==> src/rtl/fp_sig_mul_seq_if.sv <==
// Operand/result handshake bundle for the iterative significand multiplier.
// slave = the multiplier itself, master = the upstream/downstream pair driving it.
interface fp_sig_mul_seq_if #(
   parameter int INTn = 32,
   parameter int NEXP = 8,
   parameter int NSIG = 23
);
   logic                   in_valid;
   logic                   in_ready;
   logic                   aNeg;
   logic signed [NEXP+1:0] aExp;
   logic        [NSIG:0]   aSig;
   logic                   bNeg;
   logic signed [NEXP+1:0] bExp;
   logic        [NSIG:0]   bSig;
   logic                   out_valid;
   logic                   out_ready;
   logic                   negOut;
   logic signed [NEXP+1:0] expOut;
   logic        [INTn-1:0] sigOut;
   logic                   zeroOut;

   modport slave (
      input  in_valid, aNeg, aExp, aSig, bNeg, bExp, bSig, out_ready,
      output in_ready, out_valid, negOut, expOut, sigOut, zeroOut
   );

   modport master (
      output in_valid, aNeg, aExp, aSig, bNeg, bExp, bSig, out_ready,
      input  in_ready, out_valid, negOut, expOut, sigOut, zeroOut
   );
endinterface

==> src/rtl/fp_sig_mul_seq.sv <==
// Shift-add significand multiplier feeding the rounder (negIn/expIn/sigIn form).
// Define FP_SIG_MUL_RADIX4_EN to retire two multiplier bits per cycle instead of one.
module fp_sig_mul_seq #(
   parameter int INTn = 32,
   parameter int NEXP = 8,
   parameter int NSIG = 23
) (
   input  logic               clk,
   input  logic               rst,
   fp_sig_mul_seq_if.slave    bus
);

`ifdef FP_SIG_MUL_RADIX4_EN
   localparam int STEP = 2;
`else
   localparam int STEP = 1;
`endif
   localparam int ITER = (NSIG + STEP) / STEP;   // ceil((NSIG+1)/STEP)
   localparam int MW   = STEP * ITER;            // multiplier width padded to whole steps
   localparam int PW   = NSIG + 1 + MW;          // running product register width
   localparam int W    = 2 * NSIG + 2;           // exact product width
   localparam int CW   = $clog2(ITER + 1);

   typedef enum logic [1:0] {IDLE, MUL, NORM, DONE} stateT;
   stateT state, stateNext;

   logic        [NSIG:0]    aReg;
   logic        [MW-1:0]    bReg;
   logic        [PW-1:0]    prod;
   logic        [CW-1:0]    cnt;
   logic signed [NEXP+1:0]  expSum;
   logic                    negReg, zeroReg;

   logic                    outValidQ, negQ, zeroQ;
   logic signed [NEXP+1:0]  expQ;
   logic        [INTn-1:0]  sigQ;

   logic accept, lastIter, handoff;
   assign accept   = bus.in_valid && (state == IDLE);
   assign lastIter = (cnt == CW'(ITER - 1));
   assign handoff  = outValidQ && bus.out_ready;

   always_ff @(posedge clk) begin
      if (rst) state <= IDLE;
      else     state <= stateNext;
   end

   always_comb begin
      stateNext = state;
      unique case (state)
         IDLE: if (accept)   stateNext = MUL;
         MUL:  if (lastIter) stateNext = NORM;
         NORM:               stateNext = DONE;
         DONE: if (handoff)  stateNext = IDLE;
      endcase
   end

   // Partial product selects 0..(2^STEP-1) x aSig from the low multiplier bits.
   logic [NSIG+STEP:0] partial, sum;
   logic [PW-1:0]      prodNext;
   always_comb begin
      // NOTE: blocking '=' is correct in combinational blocks; every always_ff here uses '<=' only.
      partial = '0;
      for (int j = 0; j < STEP; j++)
         if (bReg[j]) partial = partial + ({{STEP{1'b0}}, aReg} << j);
      sum      = {{STEP{1'b0}}, prod[PW-1:MW]} + partial;
      prodNext = {sum, prod[MW-1:STEP]};
   end

   // NOTE: datapath registers carry no reset; they are always loaded on accept before being used.
   always_ff @(posedge clk) begin
      if (accept) begin
         aReg    <= bus.aSig;
         bReg    <= MW'(bus.bSig);
         prod    <= '0;
         cnt     <= '0;
         expSum  <= bus.aExp + bus.bExp;
         negReg  <= bus.aNeg ^ bus.bNeg;
         zeroReg <= (bus.aSig == '0) || (bus.bSig == '0);
      end else if (state == MUL) begin
         prod <= prodNext;
         bReg <= bReg >> STEP;
         cnt  <= cnt + CW'(1);
      end
   end

   // Normalize so the product MSB lands in the top bit, then fit to INTn with sticky in bit 0.
   logic [W-1:0]    pFull, nrm;
   logic [INTn-1:0] sigNorm;
   assign pFull = prod[W-1:0];
   assign nrm   = pFull[W-1] ? pFull : {pFull[W-2:0], 1'b0};

   generate
      if (INTn < W) begin : gTrunc
         assign sigNorm = {nrm[W-1 -: INTn-1], nrm[W-INTn] | (|nrm[W-INTn-1:0])};
      end else if (INTn == W) begin : gExact
         assign sigNorm = nrm;
      end else begin : gPad
         assign sigNorm = {nrm, {(INTn-W){1'b0}}};
      end
   endgenerate

   always_ff @(posedge clk) begin
      if (rst) begin
         outValidQ <= 1'b0;
         negQ      <= 1'b0;
         expQ      <= '0;
         sigQ      <= '0;
         zeroQ     <= 1'b0;
      end else if (state == NORM) begin
         outValidQ <= 1'b1;
         negQ      <= negReg;
         zeroQ     <= zeroReg;
         expQ      <= zeroReg ? '0 : (pFull[W-1] ? expSum + (NEXP+2)'(1) : expSum);
         sigQ      <= zeroReg ? '0 : sigNorm;
      end else if (handoff) begin
         outValidQ <= 1'b0;
      end
   end

   assign bus.in_ready  = (state == IDLE);
   assign bus.out_valid = outValidQ;
   assign bus.negOut    = negQ;
   assign bus.expOut    = expQ;
   assign bus.sigOut    = sigQ;
   assign bus.zeroOut   = zeroQ;

endmodule
==> src/flat_wrapper.sv <==
// flat-port wrapper written by rule: the top's interface ports become plain ports
module fp_sig_mul_seq_flat 
#(
   parameter int INTn = 32,
   parameter int NEXP = 8,
   parameter int NSIG = 23
)
  (clk, rst, bus_in_valid, bus_aNeg, bus_aExp, bus_aSig, bus_bNeg, bus_bExp, bus_bSig, bus_out_ready, bus_in_ready, bus_out_valid, bus_negOut, bus_expOut, bus_sigOut, bus_zeroOut);
  fp_sig_mul_seq_if #(.INTn(INTn), .NEXP(NEXP), .NSIG(NSIG)) bus_i ();
  input  logic clk;
  input  logic rst;
  input wire logic [$bits(bus_i.in_valid)-1:0] bus_in_valid;
  input wire logic [$bits(bus_i.aNeg)-1:0] bus_aNeg;
  input wire logic [$bits(bus_i.aExp)-1:0] bus_aExp;
  input wire logic [$bits(bus_i.aSig)-1:0] bus_aSig;
  input wire logic [$bits(bus_i.bNeg)-1:0] bus_bNeg;
  input wire logic [$bits(bus_i.bExp)-1:0] bus_bExp;
  input wire logic [$bits(bus_i.bSig)-1:0] bus_bSig;
  input wire logic [$bits(bus_i.out_ready)-1:0] bus_out_ready;
  output wire logic [$bits(bus_i.in_ready)-1:0] bus_in_ready;
  output wire logic [$bits(bus_i.out_valid)-1:0] bus_out_valid;
  output wire logic [$bits(bus_i.negOut)-1:0] bus_negOut;
  output wire logic [$bits(bus_i.expOut)-1:0] bus_expOut;
  output wire logic [$bits(bus_i.sigOut)-1:0] bus_sigOut;
  output wire logic [$bits(bus_i.zeroOut)-1:0] bus_zeroOut;
  assign bus_i.in_valid = bus_in_valid;
  assign bus_i.aNeg = bus_aNeg;
  assign bus_i.aExp = bus_aExp;
  assign bus_i.aSig = bus_aSig;
  assign bus_i.bNeg = bus_bNeg;
  assign bus_i.bExp = bus_bExp;
  assign bus_i.bSig = bus_bSig;
  assign bus_i.out_ready = bus_out_ready;
  assign bus_in_ready = bus_i.in_ready;
  assign bus_out_valid = bus_i.out_valid;
  assign bus_negOut = bus_i.negOut;
  assign bus_expOut = bus_i.expOut;
  assign bus_sigOut = bus_i.sigOut;
  assign bus_zeroOut = bus_i.zeroOut;
  fp_sig_mul_seq #(.INTn(INTn), .NEXP(NEXP), .NSIG(NSIG)) u_core (.clk(clk), .rst(rst), .bus(bus_i));
endmodule
==> config.mk <==
export PLATFORM = sky130hd
export DESIGN_NAME = fp_sig_mul_seq_flat
export DESIGN_NICKNAME = d
export VERILOG_FILES = /design/src/rtl/fp_sig_mul_seq_if.sv /design/src/rtl/fp_sig_mul_seq.sv /design/src/flat_wrapper.sv
export SDC_FILE = /design/constraint.sdc
export NUM_CORES = 1
export LEC_CHECK = 0
export ABC_AREA = 1
export CORE_UTILIZATION = 57
export CTS_BUF_LIST = sky130_fd_sc_hd__clkbuf_8
export DETAILED_ROUTE_END_ITERATION = 16
export GPL_ROUTABILITY_DRIVEN = 0
export MAX_ROUTING_LAYER = met4
export PLACE_DENSITY = 0.83
export SLEW_MARGIN = 20
export SYNTH_ARGS = -nofsm -noshare
export SYNTH_HDL_FRONTEND = slang
export SYNTH_SLANG_ARGS = --single-unit
export TNS_END_PERCENT = 50
==> constraint.sdc <==
create_clock -name clk -period 2.8 [get_ports clk]
set_input_delay 0.56 -clock clk [delete_from_list [all_inputs] [get_ports clk]]
set_output_delay 0.56 -clock clk [all_outputs]
set_load 0.01 [all_outputs]
==> results of run 1 <==
[cell usage after synthesis (5+ instances only)]
library cell  instances
nand3_2               7
nand2_1             336
o21ai_1               6
o22ai_1              25
nor2_2                9
inv_1               183
buf_2                13
nor2_1               43
or2_2                 5
xor2_1                9
nor3_1                9
nand2_2              11
nor4_1               13
inv_2                 9
a21oi_1              84
o21ai_0              30
edfxtp_1             60
nand4_1              14
o211ai_1             31
nand3_1              41
ha_1                 39
nor2_4                5
dfxtp_1             100
clkbuf_1             17
[worst min-delay path by stage]
stage | start | end | slack, ns | cells past startpoint
2_1_floorplan | u_core.cnt[4] | u_core.cnt[4] | 0.42 | 1
3_3_place_gp | u_core.cnt[4] | u_core.cnt[4] | 0.44 | 1
3_5_place_dp | u_core.cnt[4] | u_core.cnt[4] | 0.45 | 1
4_1_cts | u_core.cnt[4] | u_core.cnt[4] | 0.46 | 1
5_1_grt | u_core.bus.sigOut[26] | u_core.bus.sigOut[26] | 0.48 | 2
6_report | u_core.cnt[4] | u_core.cnt[4] | 0.46 | 1
[layout by cell type (no fill, tap or decap), drive strengths merged, types with 14 or more instances in the layout]
master,synthesis,layout
a21oi,85,85
buf,20,14
clkbuf,17,18
clkdlybuf4s50,0,118
dfxtp,100,100
edfxtp,60,60
ha,39,39
inv,192,198
nand2,347,347
nand3,48,48
nand4,14,14
nor2,57,57
o211ai,31,31
o21ai,37,37
o22ai,25,25
[final cells by class]
type,instances,area [sq um]
clock inverters,14,131
repair buffers,132,1310
well taps,184,230
multi-input cells,741,3910
fillers,1217,4290
clock buffers,18,248
inverters,192,721
flip-flops and latches,160,3800
[per-layer routing]
layer | vias to the layer above | global-route usage
met5 | - | -
met4 | 0 | 0.108
met3 | 44 | 0.0619
met2 | 202 | 0.462
met1 | 3486 | 0.319
li1 | 3904 | -
[sequential cells by signal, summed over array words and instances, names as in the netlist]
register,cells
u_core.bReg,24
u_core.bus.negOut,1
u_core.expSum,10
u_core.bus.sigOut,32
u_core.aReg,24
u_core.zeroReg,1
u_core.pFull,48
u_core.bus.zeroOut,1
u_core.state,2
u_core.bus.expOut,10
u_core.cnt,5
u_core.bus.out_valid,1
u_core.negReg,1
[stage by stage]
step,power [mW],cell area [sq um],hold slack [ns]
after floorplan,6.19,8600,0.423
after global placement,7.17,9970,0.438
after detailed placement,7.28,9970,0.447
after CTS,8.96,10400,0.460
after global routing,9.62,10400,0.478
final,8.94,10400,0.462
[cells by family (layout without fill, tap and decap cells)]
group / Yosys count / after routing / share of synthesized area
XOR/XNOR: 13 / 13 / 0.0132
AND/OR/NAND/NOR: 500 / 500 / 0.254
adder cells (fa/ha/maj): 41 / 41 / 0.0614
buffers and inverters: 229 / 356 / 0.104
AO/OA/AOI/OAI: 187 / 187 / 0.125
flip-flops: 160 / 160 / 0.442
[where the power goes]
| group | internal (mW) | leakage, nW | switching (mW) |
|---|---|---|---|
| clock network | 0.740 | 0.188 | 0.925 |
| registers | 3.14 | 1.39 | 0.354 |
| logic | 1.35 | 2.99 | 2.43 |
==> flow_metrics.tcl, run 1 <==
set metrics [dict create \
    top_layer_used "met4" \
    path_max_fanout 11 \
    cts.clk_slew.worst_paths_ns 0.09 \
    first_iter_violations 421 \
    critPathCaptureType "flip-flop" \
    nets 1359 \
    critPathCapture "u_core.pFull[43]" \
    antenna_found_initial 0 \
    fin_cells 1441 \
    synthToLayoutAreaGrowth_pct 20.3 \
    crit_arrival_ns 2.83 \
    crit_path_top_delay_cell "edfxtp_1" \
    grtUsageTotal 0.275 \
    p_leak_nw 4.57 \
    start_kind "flip-flop" \
    fin_crit_sh 0.873 \
    drt-total-wl_um 19600 \
    gr-total-overflow 0 \
    dp.cells 1409 \
    path_buf_inv 4 \
    drc 4 \
    core_sq_um 14600 \
    pre_cts_ws_ns 0.342 \
    worst-path-stages 14 \
    hold_violations 0 \
    synth_edf_count 60 \
    hold_class "flip-flop to flip-flop" \
    synth_top_area_frac 0.233 \
    synth_area_sq_um 8600 \
    timing.rr.start "u_core.bReg[0]" \
    num_antenna_cells 0 \
    cts.sinks 160 \
    fin_worst_skew_ns 0.0140 \
    synth_seq_cells 160 \
    worstPathCellList "nand2_1, inv_1, ha_1, fa_1, nand3_1, inv_2, nor2_1, inv_1, nand3_2, nand3_2, nand2_1, nand3_1, nand2_1, inv_1" \
    syn_nets 1245 \
    path_delay_family "simple AND/OR/NAND/NOR gates" \
    cts_root_buf "clkbuf_8" \
    vias_per_cell 5.30 \
    die-area_sq_um 15600 \
    ys_warn_count 0 \
    post_cts_buffers 0 \
    grt_max_degree 58 \
    slowest_delay_ns 0.57 \
    fmax_mhz 409 \
    rsz0062_at_grt "false" \
    yosysTopAreaCell "dfxtp_1" \
    hold_buffers 0 \
    wl_met1_um 8480 \
    io_buffers 119 \
    h-tree-depth 4 \
    cts_buffer_depth 2 \
    final_core_util 0.707 \
    grt_pass1_wl_um 33200 \
    fin_ws_ns 0.356 \
    max-slew-margin-rel 0.598 \
    firstDrtPassIters 11 \
    numCtsBuffers 17 \
    synth_async_sr_flop_share 0 \
    wl_met2_um 9610 \
    clk_latency_ns 0.48 \
    grt_pass1_vias 7288 \
    core.rowCount 44 \
    reg2reg_to "u_core.pFull[43]" \
    drive_above_1_share 0.0764 \
    maxCapViolCount 0 \
    cts_tree "done" \
    ir_drop_uv 614 \
    ff2ff_setup_slack_ns 0.36 \
    ys_seq_area_frac 0.442 \
    critPathKind "flip-flop to flip-flop" \
    fp.dieW_um 125 \
    postSynthCellCount 1130 \
    antenna_left 0 \
    synth.top_cells.by_area "dfxtp_1 (23%), edfxtp_1 (21%), nand2_1 (15%)" \
    avgRoutedWirePerCell_um 13.6 \
    power.density_nw_per_um2 864 \
    post_cts_resized 0 \
    initial_utilization 0.587 \
    hpwl_um 14300 \
    violations "DRC" \
    syn_avg_cell_area_sq_um 7.61 \
    io_pins 120 \
    dr_total_vias 7636 \
    ys.flop_type "dfxtp_1" \
    worstMarginPinSlew_ns 0.602 \
    die_y_um 125 \
    synthDistinctLibCells 40 \
    reg2regPathDepth 14 \
    period_minus_slack_ns 2.44 \
    routed-wl-met3_um 1000 \
    final.setup.tns_ns 0 \
    status "finished with violations" \
    cp_data_required_time_ns 3.18 \
    slew_violations 0 \
    setup_viol 0 \
    critPathLaunch "u_core.bReg[0]" \
]
Power figures use the tool's default switching activity.
==> run 2: changes to the inputs <==
==> constraint.sdc (replaced) <==
create_clock -name clk -period 2.3 [get_ports clk]
set_input_delay 0.46 -clock clk [delete_from_list [all_inputs] [get_ports clk]]
set_output_delay 0.46 -clock clk [all_outputs]
set_load 0.01 [all_outputs]
==> run 2 against run 1 <==
- the run still ends with DRC left
- clock skew shrank 0.00058 ns
- flip-flop and latch count is the same
- total power grew 22%
- largest cell class unchanged
- largest power group unchanged
- highest routed layer unchanged
==> flow_metrics.tcl, run 2 (same netlist as run 1, synthesis figures left out) <==
set metrics [dict create \
    dr_total_vias 7566 \
    crit_path_top_delay_cell "fa_1" \
    worstMarginPinSlew_ns 0.503 \
    vias_per_cell 5.23 \
    path_delay_family "simple AND/OR/NAND/NOR gates" \
    hpwl_um 14300 \
    p_int_mw 6.42 \
    ir_drop_uv 552 \
    hold_buffers 0 \
    setup_viol 0 \
    final_core_util 0.712 \
    antenna_left 0 \
    io_pins 120 \
    grt_pass1_vias 7210 \
    largest_reg_flops 48 \
    cts.sinks 160 \
    rsz0062_at_grt "false" \
    fin_cells 1448 \
    cts_buffer_depth 2 \
    dp.cells 1416 \
    h-tree-depth 4 \
    finalInstanceArea_sq_um 10400 \
    period_minus_slack_ns 2.17 \
    status "finished with violations" \
    fin_worst_skew_ns 0.0134 \
    io_buffers 119 \
    cts.clk_slew.worst_paths_ns 0.09 \
    antenna_found_initial 0 \
    critPathKind "flip-flop to flip-flop" \
    violations "DRC" \
    nets 1366 \
    critPathMostFrequentCell "nand3_1" \
    crit_arrival_ns 2.53 \
    grtUsageTotal 0.267 \
    path_max_fanout 4 \
    hold_violations 0 \
    power.density_nw_per_um2 1050 \
    drt-total-wl_um 19200 \
    start_kind "flip-flop" \
    p_sw_frac 0.411 \
    hold_class "input pin to flip-flop" \
    clkPwrFrac 0.184 \
    synthToLayoutAreaGrowth_pct 21.1 \
    critPathCaptureType "flip-flop" \
    die_y_um 125 \
    drc 4 \
    gr-total-overflow 0 \
    final_cell_mix "nand2_1 (335), inv_1 (184), clkdlybuf4s50_1 (118)" \
    layout_commonest_cell "nand2_1" \
    slew_violations 0 \
    seqPwrFrac 0.385 \
    die-area_sq_um 15600 \
    cp_data_required_time_ns 2.65 \
    cts_root_buf "clkbuf_8" \
    fmax_mhz 460 \
    cts_tree "done" \
    slowest_delay_ns 0.42 \
    firstDrtPassIters 11 \
    core_sq_um 14600 \
    finalPower_mw 10.9 \
    first_iter_violations 415 \
    path_buf_inv 2 \
    worstPathCellList "nand2_1, inv_1, ha_1, fa_1, nand3_1, inv_2, nand2_1, nand3_1, or2_2, nand3_1, o21ai_0" \
    grt_pass1_wl_um 32300 \
    numCtsBuffers 17 \
    core.rowCount 44 \
    grt_max_degree 50 \
    pwr-share-comb 0.432 \
    max-slew-margin-rel 0.665 \
    maxCapViolCount 0 \
    fp.dieW_um 125 \
    post_cts_buffers 0 \
    p_leak_nw 4.61 \
    final.setup.tns_ns 0 \
    num-fill-cells 1193 \
    p_sw_mw 4.48 \
    place_area_sq_um 10000 \
    drive_above_1_share 0.0823 \
    initial_utilization 0.587 \
    clk_latency_ns 0.47 \
    fin_crit_sh 0.945 \
    avgRoutedWirePerCell_um 13.2 \
    num_antenna_cells 0 \
]
run 2: cell types whose count changed in the layout (fill, tap and decap cells not counted), sizes merged:
cell	delta
buf	+7
clkinv	+1
clkinvlp	-1
run 2: final timing paths:
kind / endpoint / slack, ns / start / depth (start not counted)
worst max-delay path: u_core.pFull[29] / 0.13 / u_core.bReg[0] / 11
worst min register to register: u_core.cnt[4] / 0.46 / u_core.cnt[4] / 1
worst max register to register: u_core.pFull[29] / 0.13 / u_core.bReg[0] / 11
worst min-delay path: u_core.bus.sigOut[28] / 0.44 / rst / 2
run 2: what timing repair did:
action	in CTS	in global routing
hold endpoints to repair	0	0
endpoints found under the setup margin	0	2
gates resized for setup	0	1
run 2: area by class of cell:
cell class / instances / area [sq um] / area share
Inverter: 192 / 721 / 0.0692
Timing Repair Buffer: 139 / 1370 / 0.132
Multi-Input combinational cell: 741 / 3910 / 0.375
Sequential cell: 160 / 3800 / 0.365
Tap cell: 184 / 230 / 0.0221
Clock buffer: 18 / 248 / 0.0238
Clock inverter: 14 / 133 / 0.0127
run 2: routing by layer:
| layer | GRT usage | share of wire | up-vias |
|---|---|---|---|
| li1 | - | - | 3909 |
| met1 | 0.302 | 0.42 | 3430 |
| met2 | 0.462 | 0.50 | 185 |
| met3 | 0.0588 | 0.053 | 42 |
| met4 | 0.100 | 0.026 | 0 |
| met5 | - | 0 | - |
run 2: worst reg2reg max path, cell delays in order, from the launching register on:
cell	delay, ns
edfxtp_1	0.41
nand2_1	0.08
inv_1	0.04
ha_1	0.23
fa_1	0.42
nand3_1	0.11
inv_2	0.05
nand2_1	0.06
nand3_1	0.16
or2_2	0.33
nand3_1	0.09
o21ai_0	0.09
run 2: power groups by stage:
stage	Clock (mW)	Sequential, mW	Combinational (mW)
final	2.00	4.19	4.70
after global placement	0	4.22	4.56
after floorplan	0	4.19	3.34
after detailed placement	0	4.25	4.66
after global routing	2.16	4.27	5.30
after CTS	2.03	4.19	4.70
run 2: stage by stage:
step	setup slack, ns	hold slack [ns]
6_report	0.126	0.443
5_1_grt	0.00447	0.455
3_5_place_dp	0.0142	0.444
3_3_place_gp	0.0232	0.436
4_1_cts	0.119	0.435
2_1_floorplan	0.134	0.423
==> run 3: changes to the inputs <==
--- a/config.mk
+++ b/config.mk
@@ -8,8 +8,10 @@
 export ABC_AREA = 1
 export CORE_UTILIZATION = 57
 export CTS_BUF_LIST = sky130_fd_sc_hd__clkbuf_8
+export CTS_CLUSTER_DIAMETER = 40
 export DETAILED_ROUTE_END_ITERATION = 16
 export GPL_ROUTABILITY_DRIVEN = 0
+export GPL_TIMING_DRIVEN = 0
 export MAX_ROUTING_LAYER = met4
 export PLACE_DENSITY = 0.83
 export SLEW_MARGIN = 20
==> run 3 against run 2 <==
- the flow still finishes with violations (DRC)
- utilization grew 2.4 points
- total power grew 7.7%
- maximum frequency shrank 2.9%
- critical path depth grew 5
- wire length grew 14%
- largest power group unchanged
==> flow_metrics.tcl, run 3 (same netlist as run 1, synthesis figures left out) <==
set metrics [dict create \
    p_sw_mw 4.79 \
    fmax_mhz 447 \
    largest_reg_flops 48 \
    nets 1395 \
    critPathCaptureType "flip-flop" \
    violations "DRC" \
    pwr-share-comb 0.453 \
    antenna_found_initial 0 \
    period_minus_slack_ns 2.24 \
    drc 4 \
    gr-total-overflow 0 \
    vias_per_cell 5.34 \
    drive_above_1_share 0.104 \
    seqPwrFrac 0.361 \
    layout_commonest_cell "nand2_1" \
    grtUsageTotal 0.290 \
    grt_max_degree 46 \
    clk_latency_ns 0.46 \
    drt-total-wl_um 21800 \
    crit_arrival_ns 2.60 \
    grt_pass1_vias 7346 \
    fin_worst_skew_ns 0.0119 \
    avgRoutedWirePerCell_um 14.8 \
    core_sq_um 14600 \
    io_buffers 118 \
    maxCapViolCount 0 \
    hold_class "input pin to flip-flop" \
    h-tree-depth 4 \
    cp_data_required_time_ns 2.66 \
    core.rowCount 44 \
    cts.clk_slew.worst_paths_ns 0.08 \
    num-fill-cells 1112 \
    synthToLayoutAreaGrowth_pct 25.2 \
    hold_violations 0 \
    p_sw_frac 0.408 \
    first_iter_violations 541 \
    final_core_util 0.735 \
    max-slew-margin-rel 0.422 \
    die_y_um 125 \
    rsz0062_at_grt "true" \
    worstMarginPinSlew_ns 0.859 \
    crit_path_top_delay_cell "edfxtp_1" \
    fp.dieW_um 125 \
    p_leak_nw 4.71 \
    hold_buffers 0 \
    ir_drop_uv 653 \
    slowest_delay_ns 0.41 \
    hpwl_um 15900 \
    status "finished with violations" \
    worstPathCellList "buf_6, buf_8, nand2_1, inv_1, ha_4, fa_2, nand3_2, inv_2, nor2_4, inv_2, nand3_2, nand3_2, nand2_1, nand3_1, nand2_1, inv_1" \
    antenna_left 0 \
    clkPwrFrac 0.186 \
    fin_crit_sh 0.974 \
    path_max_fanout 5 \
    final_cell_mix "nand2_1 (336), inv_1 (184), clkdlybuf4s50_1 (118)" \
    numCtsBuffers 17 \
    power.density_nw_per_um2 1090 \
    grt_pass1_wl_um 34500 \
    slew_violations 0 \
    die-area_sq_um 15600 \
    p_int_mw 6.95 \
    io_pins 120 \
    timing.rr.start "u_core.bReg[0]" \
    dp.cells 1432 \
    firstDrtPassIters 11 \
    fin_cells 1477 \
    cts_buffer_depth 2 \
    start_kind "flip-flop" \
    initial_utilization 0.587 \
    critPathLaunch "u_core.bReg[0]" \
    pre_cts_ws_ns -0.470 \
    critPathKind "flip-flop to flip-flop" \
    holdCritStartpoint "rst" \
    cts_tree "done" \
    cts_root_buf "clkbuf_8" \
    num_antenna_cells 0 \
    dr_total_vias 7888 \
    fin_ws_ns 0.0604 \
    setup_viol 0 \
    cts.sinks 160 \
]
run 3: cell types whose count changed in the layout (fill, tap and decap cells not counted), sizes merged:
cell | before | now
clkinv | 5 | 3
inv | 198 | 197
bufinv | 1 | 3
buf | 21 | 33
clkbuf | 18 | 36
run 3: per-stage QoR:
step           instance area [sq um]  power [mW]  hold WS, ns  setup TNS [ns]
5_1_grt                        10800        12.6        0.411          -0.161
4_1_cts                        10500        11.2        0.384               0
3_5_place_dp                   10000        8.99        0.447          -30.79
2_1_floorplan                   8600        7.54        0.423               0
3_3_place_gp                   10000        8.86        0.436          -28.91
6_report                       10800        11.7        0.399               0
run 3: cell type report:
cell class	count	area (sq um)	area share
Tap cell	184	230	0.0214
Buffer	37	198	0.0184
Inverter	192	721	0.0669
Sequential cell	160	3800	0.353
Multi-Input combinational cell	741	4090	0.380
Clock inverter	13	161	0.0150
Timing Repair Buffer	131	1300	0.121
Clock buffer	19	262	0.0243
run 3: critical path, delay by kind of cell (launching register included):
kind	cells	cell delay, ns
and+or+nand+nor	8	0.68
adders and majority gates	2	0.52
buffers and inverters	6	0.51
DFF	1	0.41
run 3: what timing repair did:
action                     in CTS  in global routing
buffers inserted                2                  9
pin swaps                       0                  6
setup endpoints to repair      65                 43
cloned                          0                  2
gates resized for setup         9                 37
run 3: final timing paths:
path / cells after the start / end / slack [ns]
worst min register to register: 1 / u_core.cnt[4] / 0.46
worst min-delay path: 2 / u_core.bus.expOut[2] / 0.40
worst max register to register: 16 / u_core.pFull[43] / 0.06
worst max-delay path: 16 / u_core.pFull[43] / 0.06
run 3: power groups by stage:
| stage | Clock (mW) | Sequential (mW) | Combinational, mW |
|---|---|---|---|
| floorplan | 0 | 4.19 | 3.34 |
| global placement | 0 | 4.24 | 4.62 |
| detailed placement | 0 | 4.27 | 4.72 |
| CTS | 2.20 | 4.20 | 4.82 |
| global route | 2.35 | 4.31 | 5.89 |
| finish | 2.18 | 4.24 | 5.32 |
run 3: metal layers:
metal,part of all wire,vias to the layer above,GRT usage
li1,-,3969,-
met1,0.41,3612,0.333
met2,0.49,254,0.490
met3,0.068,53,0.0717
met4,0.028,0,0.112
met5,0,-,-
